==> config.mk <==
export PLATFORM = sky130hd
export DESIGN_NAME = rf_dump_unit
export DESIGN_NICKNAME = d
export VERILOG_FILES = /design/src/rtl/pipeline_debug_pkg.sv /design/src/rtl/rf_dump_unit.sv
export SDC_FILE = /design/constraint.sdc
export NUM_CORES = 1
export LEC_CHECK = 0
export ABC_AREA = 1
export CELL_PAD_IN_SITES_DETAIL_PLACEMENT = 1
export CELL_PAD_IN_SITES_GLOBAL_PLACEMENT = 1
export CORE_ASPECT_RATIO = 0.6
export CORE_MARGIN = 4
export CORE_UTILIZATION = 31
export CTS_CLUSTER_SIZE = 30
export DETAILED_ROUTE_END_ITERATION = 6
export PLACE_DENSITY = 0.88
export SYNTH_ARGS = -nofsm -noshare
export SYNTH_HDL_FRONTEND = slang
export SYNTH_SLANG_ARGS = --single-unit
==> constraint.sdc <==
create_clock -name clk -period 1.7 [get_ports clk]
set_clock_uncertainty 0.05 [all_clocks]
set_input_delay 0.17 -clock clk [delete_from_list [all_inputs] [get_ports clk]]
set_output_delay 0.17 -clock clk [all_outputs]
set_load 0.1 [all_outputs]
==> src/rtl/pipeline_debug_pkg.sv <==
// Shared definitions for the pipeline debug blocks: register-file dump FSM states and sizing.
package pipeline_debug_pkg;

  localparam int unsigned RF_DUMP_REG_COUNT = 32;
  localparam int unsigned RF_ADDR_WIDTH     = 5;

  typedef enum logic [2:0] {
    ST_IDLE      = 3'd0,
    ST_HALT_WAIT = 3'd1,
    ST_READ      = 3'd2,
    ST_SEND      = 3'd3,
    ST_DONE      = 3'd4
  } rf_dump_state_e;

endpackage

==> src/rtl/rf_dump_unit.sv <==
// Freezes the pipeline, then streams every architectural register out as
// (index, value) beats over a valid/ready interface.
module rf_dump_unit
  import pipeline_debug_pkg::*;
#(
  parameter int unsigned DATA_WIDTH = 32,
  parameter int unsigned REG_COUNT  = RF_DUMP_REG_COUNT
) (
  input  logic                     clk,
  input  logic                     rst_n,
  input  logic                     dump_req_i,
  output logic                     halt_o,
  input  logic                     halted_i,
  output logic [RF_ADDR_WIDTH-1:0] rf_dbg_addr_o,
  input  logic [DATA_WIDTH-1:0]    rf_dbg_data_i,
  output logic                     out_valid_o,
  input  logic                     out_ready_i,
  output logic [RF_ADDR_WIDTH-1:0] out_idx_o,
  output logic [DATA_WIDTH-1:0]    out_data_o,
  output logic                     out_last_o,
  output logic                     busy_o,
  output logic                     done_o,
  output logic                     abort_o
);

  localparam int unsigned IDX_W = RF_ADDR_WIDTH;
  localparam logic [IDX_W-1:0] LAST_IDX = IDX_W'(REG_COUNT - 1);

  rf_dump_state_e         state_q, state_d;
  logic [IDX_W-1:0]       idx_q, idx_d;
  logic [IDX_W-1:0]       out_idx_q, out_idx_d;
  logic [DATA_WIDTH-1:0]  out_data_q, out_data_d;
  logic                   out_last_q, out_last_d;
  logic                   halt_q, halt_d;
  logic                   valid_q, valid_d;
  logic                   busy_q, busy_d;
  logic                   done_q, done_d;
  logic                   abort_q, abort_d;

  // Next-state and next-output logic; outputs are derived from the next state
  // so every output flop matches the state it is entering.
  always_comb begin
    state_d    = state_q;
    idx_d      = idx_q;
    out_idx_d  = out_idx_q;
    out_data_d = out_data_q;
    out_last_d = out_last_q;
    abort_d    = 1'b0;

    case (state_q)
      ST_IDLE: begin
        if (dump_req_i) begin
          state_d = ST_HALT_WAIT;
          idx_d   = '0;
        end
      end
      ST_HALT_WAIT: begin
        if (halted_i) state_d = ST_READ;
      end
      ST_READ: begin
        if (!halted_i) begin
          state_d = ST_IDLE;
          abort_d = 1'b1;
        end else begin
          out_idx_d  = idx_q;
          out_data_d = rf_dbg_data_i;
          out_last_d = (idx_q == LAST_IDX);
          state_d    = ST_SEND;
        end
      end
      ST_SEND: begin
        // Losing the freeze wins over a same-cycle handshake.
        if (!halted_i) begin
          state_d = ST_IDLE;
          abort_d = 1'b1;
        end else if (out_ready_i) begin
          if (idx_q == LAST_IDX) begin
            state_d = ST_DONE;
          end else begin
            idx_d   = idx_q + IDX_W'(1);
            state_d = ST_READ;
          end
        end
      end
      ST_DONE: state_d = ST_IDLE;
      default: state_d = ST_IDLE;
    endcase

    halt_d  = (state_d == ST_HALT_WAIT) || (state_d == ST_READ) || (state_d == ST_SEND);
    valid_d = (state_d == ST_SEND);
    busy_d  = (state_d != ST_IDLE);
    done_d  = (state_d == ST_DONE);
  end

  always_ff @(posedge clk or negedge rst_n) begin
    if (!rst_n) begin
      state_q    <= ST_IDLE;
      idx_q      <= '0;
      out_idx_q  <= '0;
      out_data_q <= '0;
      out_last_q <= 1'b0;
      halt_q     <= 1'b0;
      valid_q    <= 1'b0;
      busy_q     <= 1'b0;
      done_q     <= 1'b0;
      abort_q    <= 1'b0;
    end else begin
      state_q    <= state_d;
      idx_q      <= idx_d;
      out_idx_q  <= out_idx_d;
      out_data_q <= out_data_d;
      out_last_q <= out_last_d;
      halt_q     <= halt_d;
      valid_q    <= valid_d;
      busy_q     <= busy_d;
      done_q     <= done_d;
      abort_q    <= abort_d;
    end
  end

  assign halt_o        = halt_q;
  assign rf_dbg_addr_o = idx_q;
  assign out_valid_o   = valid_q;
  assign out_idx_o     = out_idx_q;
  assign out_data_o    = out_data_q;
  assign out_last_o    = out_last_q;
  assign busy_o        = busy_q;
  assign done_o        = done_q;
  assign abort_o       = abort_q;

endmodule

* After elaboration in Yosys (flattened, before gate mapping)
Index checks and enable logic that the tools add are counted.
** Word-level totals
- Bits in registers :: 51
** Operators by class
- Add/sub/neg operators :: 1
- Multiplexer cells :: 14
- Equal/unequal tests :: 12
- Reductions and logical operators :: 8
** Operator list (count)
- two-way mux 5 bit :: 4
- two-way mux 3 bit :: 5
- equality test 3 x 2 -> 1 bit, second input constant :: 4
- case mux 3 bit (4 select lines) :: 1
- case mux 5 bit (2 select lines) :: 1
- != test 2 bit, second input constant :: 4
- equality test 3 x 1 -> 1 bit, second input constant :: 2
- adder 5 x 1 -> 5 bit, second input constant :: 1
- equality test 5 bit, second input constant :: 1
- AND reduction 5 bit :: 1
- equality test 3 bit, second input constant :: 1
- zero test 3 bit :: 1
- nonzero test 3 bit :: 1
- logical OR 1 bit :: 2
- two-way mux 1 bit :: 2
- two-way mux 2 bit :: 1
- AND reduction 2 bit :: 1
- nonzero test 2 bit :: 1
- OR reduction 2 bit :: 1

* Logic depth before layout (Yosys ltp)
Gate-level depths: netlist (run 1).
- Depth after elaboration :: 8
- Depth in mapped cells :: 10

* Worst setup path before layout (run 1)
Ideal clock, no wire load.
- Kind :: reg2reg
- From :: register idx_q[1] (netlist: rf_dbg_addr_o[1])
- To :: register idx_q[0] (netlist: rf_dbg_addr_o[0])
- Setup time :: 0.074 ns
- Data arrival time :: 2.061 ns
- Period minus slack after synthesis :: 2.185 ns
- Setup slack :: -0.485 ns
- Path buffers :: 0
- Required time :: 1.576 ns
- Cell stages (with the launch flop) :: 11
- Cell sequence :: dfrtp_1 ha_1 inv_1 nor3_1 ha_1 inv_1 nand2_2 nand2_2 nand2_4 nand2_1 o21ai_2
** On the way
- Cells in the longest elaborated chain, start to end :: 3
** Ends and longest elaborated chain
- start: declaration :: RTL line rf_dump_unit.sv:30 : logic [IDX_W-1:0] idx_q, idx_d;
- start signal: assignment :: RTL line rf_dump_unit.sv:109 : idx_q <= idx_d;
- equality test 5 bit :: RTL line rf_dump_unit.sv:77 : if (idx_q == LAST_IDX) begin
- != test 2 bit (no line)
- AND reduction 5 bit (no line)
Every way passes these cells.
A chain may end at the register's enable or synchronous reset.

* Worst setup path in the final report (run 1)
Same ends and word-level chain as after synthesis.

==> summary.md, run 1 <==
| Metric | Value |
|---|---|
| Status | finished clean |
| Number of port buffers | 84 |
| Cell area after synthesis | 2130 um2 |
| DRC viols | 0 |
| Crit path DAT | 1740 ps |
| Critical Path RT | 1830 ps |
| Share of cells above drive strength 1 | 28.1% |
| Fillcell total | 718 |
| Unrepaired setup endpoints after global routing | no |
| Yosys cell types | 19 |
| Final setup fails | 0 |
| Worst path cell trace | ha_4, inv_1, nor3_2, ha_1, inv_2, nand2_2, nand2_4, nand2_8, nand2_4, o21ai_2 |
| Io pins | 85 |
| Register area share after synthesis | 59.9% |
| Core Rows | 23 |
| Worst-path clk slew | 60 ps |
| Area of the multi-input gates | 669 um2 |
| Die Width | 115 um |
| Postcts setup bufs | 0 |
| Synthesized area per cell | 9.18 um2 |
| Placement Cell Area | 3580 um2 |
| R2r endpoint | rf_dbg_addr_o[0]$_DFFE_PN0P_ |
| Hold slack | 378 ps |
| Syn_nets | 271 |
| Final Hold Viols | 0 |
| Most frequent cell after synthesis | nand2_1 |
| CTS tree | done |
| Most instantiated cells after synthesis | nand2_1 (55), dfrtp_1 (51), inv_1 (49) |
| Yosys reg bits | 51 |
| Max-Cap Viols | 0 |
| Initial cell density of the core | 31.9% |
| Synth async-reset ratio | 100% |
| Share of the synthesized area in the top cell type | 59.9% |
| FF+latch area | 1290 um2 |
| CP startpoint kind | register |
| Worst Path Max Fanout | 5 |
| Vias in the first global route | 1995 |
| EDFF count, synth | 0 |
| Core area | 6680 um2 |
| R2R setup slack | 90 ps |
| Period minus WS final | 1610 ps |
| Reg2Reg Depth | 10 |
| Via density | 4.39 |
| Cells after Synth | 232 |
| Drt pass-1 iters | 4 |
| Crit Path Class | reg2reg |
| Max H-tree Level | 2 |
| CP most frequent cell | nand2_4 |
| Nets | 363 |
| Initial antenna violation count | 0 |
| GRT overflow | 0 |
| Clock buffer depth | 2 |
| Fmax | 0.621 GHz |
| Buf+Inv Stages, Crit Path | 2 |
| Max-slew violation count | 0 |
| Total routed wirelength | 6180 um |
| Worst-Margin Slew | 613 ps |
| First-pass GRT wire length | 10100 um |
| Final Core Density | 56.6% |
| Slew HR | 59.1% |
| CTS sink cnt | 51 |
| Dpl hpwl | 4860 um |
| Dominant synthesized flop cell | dfrtp_1 |
| Ys Warns | 0 |
| Finished Cell Area | 3780 um2 |
| R2r startpoint | rf_dbg_addr_o[1]$_DFFE_PN0P_ |
| Crit path capture type | register |
| Antenna-violating nets left | 0 |
| DR iter-0 viols | 65 |
| Fin crit share | 94.8% |
| Critical path's largest stage delay | 490 ps |
| Dpl ws | -1.21 ps |
| Routed len/inst | 15.0 um |
| Hold Crit Class | in2async |
| Pin count of the biggest net entering global routing | 31 |
| Worst-Skew Late Latency | 280 ps |
| CTS Buf Count | 5 |
| Highest-delay cell along the critical path | dfrtp_4 |
| Top cells by area, synth | dfrtp_1 (60%), nand2_1 (9.7%), inv_1 (8.6%), o21ai_1 (5.2%), o21ai_0 (3.8%) |
| Diode count | 0 |
| Setup ws final | 89.0 ps |
| Root Driver | clkbuf_16 |
| Via count | 1804 |
| Area growth syn-to-layout | 77.4% |
| Synth area leader | dfrtp_1 |
| Die Y | 72.2 um |
| Final weighted congestion in routability-driven placement | 0.748 |
| Full die area | 8300 um2 |
| Kind of cell adding the most delay to the critical path | flip-flops |
| GRT Overall Usage | 15.5% |
==> what timing repair did <==
item                                    4_1_cts  5_1_grt
endpoints found under the hold margin        24        0
hold buffers                                  1        0
gates cloned                                  0        1
endpoints found under the setup margin        2        5
resized for setup                             1        7
==> worst max path at each step <==
stage / startpoint / to / slack, ps / cells past startpoint
2_1_floorplan: rf_dbg_addr_o[1]$_DFFE_PN0P_ / rf_dbg_addr_o[1]$_DFFE_PN0P_ / -5 / 10
3_3_place_gp: rf_dbg_addr_o[1]$_DFFE_PN0P_ / rf_dbg_addr_o[0]$_DFFE_PN0P_ / 110 / 10
3_5_place_dp: rf_dbg_addr_o[1]$_DFFE_PN0P_ / rf_dbg_addr_o[0]$_DFFE_PN0P_ / -1 / 10
4_1_cts: rf_dbg_addr_o[1]$_DFFE_PN0P_ / rf_dbg_addr_o[0]$_DFFE_PN0P_ / 7 / 10
5_1_grt: rf_dbg_addr_o[1]$_DFFE_PN0P_ / rf_dbg_addr_o[3]$_DFFE_PN0P_ / 5 / 10
6_report: rf_dbg_addr_o[1]$_DFFE_PN0P_ / rf_dbg_addr_o[0]$_DFFE_PN0P_ / 90 / 10
==> layout by cell type (no fill, tap or decap), drive strengths merged <==
cell type and n:
nand2 61, buf 56, dfrtp 51, inv 49
o21ai 44, clkdlybuf4s50 35, nand3 9, clkbuf 6
nor2 6, nor3 2, ha 2, nand4 1
clkinv 1, dlygate4sd3 1
==> through the flow <==
stage / TNS [ps] / std cells
after floorplan: -13.4 / 232
after global placement: 0 / 402
after detailed placement: -1.21 / 402
after CTS: 0 / 410
after global routing: 0 / 411
final: 0 / 411
==> routing by layer <==
metal	up-vias	routed length, um	GRT usage, %
met5	-	0	0
met4	0	47	3.39
met3	7	489	6.33
met2	58	2870	25.3
met1	851	2770	19.7
li1	888	-	-
==> cell families (layout without fill, tap and decap cells) <==
group	after synthesis	after routing	synth area share (%)
compound gates	44	44	11.4
fa+ha+maj	2	2	1.17
buf+inv	57	148	11.3
simple gates	78	79	16.2
flops	51	51	59.9
==> state kept, by name (all words and copies together) (netlist names) <==
register and flops:
abort_o 1, busy_o 1, done_o 1, halt_o 1, out_data_o 32, out_idx_o 5
out_last_o 1, out_valid_o 1, rf_dbg_addr_o 5, state_q 3
==> layout make-up <==
class                           instances  share of cell area (%)
Clock buffer                            6                    3.68
Sequential cell                        51                    34.2
Clock inverter                          1                   0.132
Multi-Input combinational cell        125                    17.7
Tap cell                               87                    2.88
Inverter                               49                    4.87
Timing Repair Buffer                   92                    36.5
Power of run 1 is left out: the tool's default activity adds up to more than one toggle a clock period on the data nets, which glitch-free logic cannot reach.
==> run 2, diff against run 1 <==
--- a/config.mk
+++ b/config.mk
@@ -11,9 +11,10 @@
 export CORE_ASPECT_RATIO = 0.6
 export CORE_MARGIN = 4
 export CORE_UTILIZATION = 31
-export CTS_CLUSTER_SIZE = 30
 export DETAILED_ROUTE_END_ITERATION = 6
 export PLACE_DENSITY = 0.88
+export RECOVER_POWER = 50
+export SLEW_MARGIN = 20
 export SYNTH_ARGS = -nofsm -noshare
 export SYNTH_HDL_FRONTEND = slang
 export SYNTH_SLANG_ARGS = --single-unit
==> summary.md, run 2 (synthesis results as in run 1) <==
| Metric | Value |
|---|---|
| Status | finished clean |
| Max-slew violation count | 0 |
| Crit path DAT | 1740 ps |
| R2R setup slack | 90 ps |
| Highest-delay cell along the critical path | dfrtp_4 |
| Max-Cap Viols | 0 |
| Drt pass-1 iters | 4 |
| Max reg flops | 32 |
| WHS Endpoint | out_data_o[29]$_DFFE_PN0N_ |
| CP startpoint kind | register |
| Hold Crit Class | in2reg |
| R2r endpoint | rf_dbg_addr_o[0]$_DFFE_PN0P_ |
| Total routed wirelength | 6240 um |
| CTS sink cnt | 51 |
| Core area | 6680 um2 |
| Period minus WS final | 1610 ps |
| Antenna-violating nets left | 0 |
| Crit Path Class | reg2reg |
| Dpl ws | -1.21 ps |
| First-pass GRT wire length | 10100 um |
| CTS tree | done |
| Fmax | 0.620 GHz |
| Routed len/inst | 15.2 um |
| Core Rows | 23 |
| Vias in the first global route | 1995 |
| Worst Path Max Fanout | 5 |
| Crit path capture type | register |
| Dpl hpwl | 4860 um |
| Die Y | 72.2 um |
| CP most frequent cell | nand2_4 |
| Nets | 363 |
| Area growth syn-to-layout | 46.7% |
| Via density | 4.37 |
| Final weighted congestion in routability-driven placement | 0.748 |
| Root Driver | clkbuf_16 |
| Worst path cell trace | ha_4, inv_1, nor3_2, ha_1, inv_2, nand2_2, nand2_4, nand2_8, nand2_4, o21ai_2 |
| Critical Path RT | 1830 ps |
| GRT Overall Usage | 15.5% |
| Worst-path clk slew | 60 ps |
| Postcts setup bufs | 0 |
| R2r startpoint | rf_dbg_addr_o[1]$_DFFE_PN0P_ |
| Full die area | 8300 um2 |
| Reg2Reg Depth | 10 |
| Worst Hold Depth | 3 |
| Number of port buffers | 84 |
| Final setup fails | 0 |
| Worst-Skew Late Latency | 280 ps |
| Final Core Density | 46.8% |
| Via count | 1797 |
| Max H-tree Level | 2 |
| Initial cell density of the core | 31.9% |
| Worst-Margin Slew | 680 ps |
| Most frequent cells in the layout | nand2_1 (51), inv_1 (48), dfrtp_1 (47) |
| Io pins | 85 |
| Slew HR | 54.7% |
| Clock buffer depth | 2 |
| Kind of cell adding the most delay to the critical path | flip-flops |
| Most common cell after layout, fill and taps aside | nand2_1 |
| Pin count of the biggest net entering global routing | 31 |
| Fin Setup TNS | 0 ps |
| Share of cells above drive strength 1 | 27.5% |
| CTS Buf Count | 5 |
| Critical path's largest stage delay | 490 ps |
| GRT overflow | 0 |
| Diode count | 0 |
| Hold Crit Start | rf_dbg_data_i[29] |
| Buf+Inv Stages, Crit Path | 2 |
| Final Hold Viols | 0 |
| DR iter-0 viols | 78 |
| Setup ws final | 88.2 ps |
| Fillcell total | 790 |
| DRC viols | 0 |
| Die Width | 115 um |
| Initial antenna violation count | 0 |
| Fin crit share | 94.8% |
| Unrepaired setup endpoints after global routing | no |
==> run 2: worst max path at each step <==
stage,slack [ps],depth (start not counted),from,endpoint
after global placement,110,10,rf_dbg_addr_o[1]$_DFFE_PN0P_,rf_dbg_addr_o[0]$_DFFE_PN0P_
after global routing,5,10,rf_dbg_addr_o[1]$_DFFE_PN0P_,rf_dbg_addr_o[3]$_DFFE_PN0P_
after detailed placement,-1,10,rf_dbg_addr_o[1]$_DFFE_PN0P_,rf_dbg_addr_o[0]$_DFFE_PN0P_
final,90,10,rf_dbg_addr_o[1]$_DFFE_PN0P_,rf_dbg_addr_o[0]$_DFFE_PN0P_
after floorplan,-5,10,rf_dbg_addr_o[1]$_DFFE_PN0P_,rf_dbg_addr_o[1]$_DFFE_PN0P_
after CTS,7,10,rf_dbg_addr_o[1]$_DFFE_PN0P_,rf_dbg_addr_o[0]$_DFFE_PN0P_
==> run 2: metrics by stage <==
stage	hold WS, ps	instances	cell area (um2)
after global routing	392	411	3120
final	386	411	3120
after floorplan	-176	232	2160
after detailed placement	165	402	3580
after CTS	383	410	3740
after global placement	155	402	3580
==> run 2: timing repair <==
action,4_1_cts,5_1_grt
hold buffers,1,0
cloned,0,1
hold endpoints to repair,24,0
endpoints found under the setup margin,2,5
gates resized for setup,1,7
==> run 2: per-layer routing <==
| layer | GRT usage, % | share of wire [%] | wire, um |
|---|---|---|---|
| met4 | 3.39 | 0.75 | 47 |
| met3 | 6.33 | 7.9 | 492 |
| met1 | 19.7 | 46 | 2850 |
| met5 | 0 | 0 | 0 |
| met2 | 25.3 | 46 | 2860 |
==> run 2: area by class of cell <==
class / instances / area (um2) / area share [%]
Timing Repair Buffer: 92 / 731 / 23.4
Multi-Input combinational cell: 125 / 664 / 21.3
Sequential cell: 51 / 1290 / 41.3
Clock buffer: 6 / 139 / 4.45
Tap cell: 87 / 109 / 3.49
Clock inverter: 1 / 5.00 / 0.160
Inverter: 49 / 184 / 5.89
==> run 2: worst register-to-register path, stage by stage, from the launching register on <==
cell and delay (ps):
dfrtp_4 490, ha_4 170, inv_1 80, nor3_2 50, ha_1 210, inv_2 70
nand2_2 60, nand2_4 110, nand2_8 80, nand2_4 80, o21ai_2 50
Power of run 2 is left out for the same reason.
==> run 3, diff against run 2 <==
--- a/config.mk
+++ b/config.mk
@@ -14,6 +14,7 @@
 export DETAILED_ROUTE_END_ITERATION = 6
 export PLACE_DENSITY = 0.88
 export RECOVER_POWER = 50
+export SKIP_LAST_GASP = 1
 export SLEW_MARGIN = 20
 export SYNTH_ARGS = -nofsm -noshare
 export SYNTH_HDL_FRONTEND = slang
==> results of run 3 <==
The final DEF is identical to that of run 2; final timing and power are the same.
Power of run 3 is left out for the same reason.
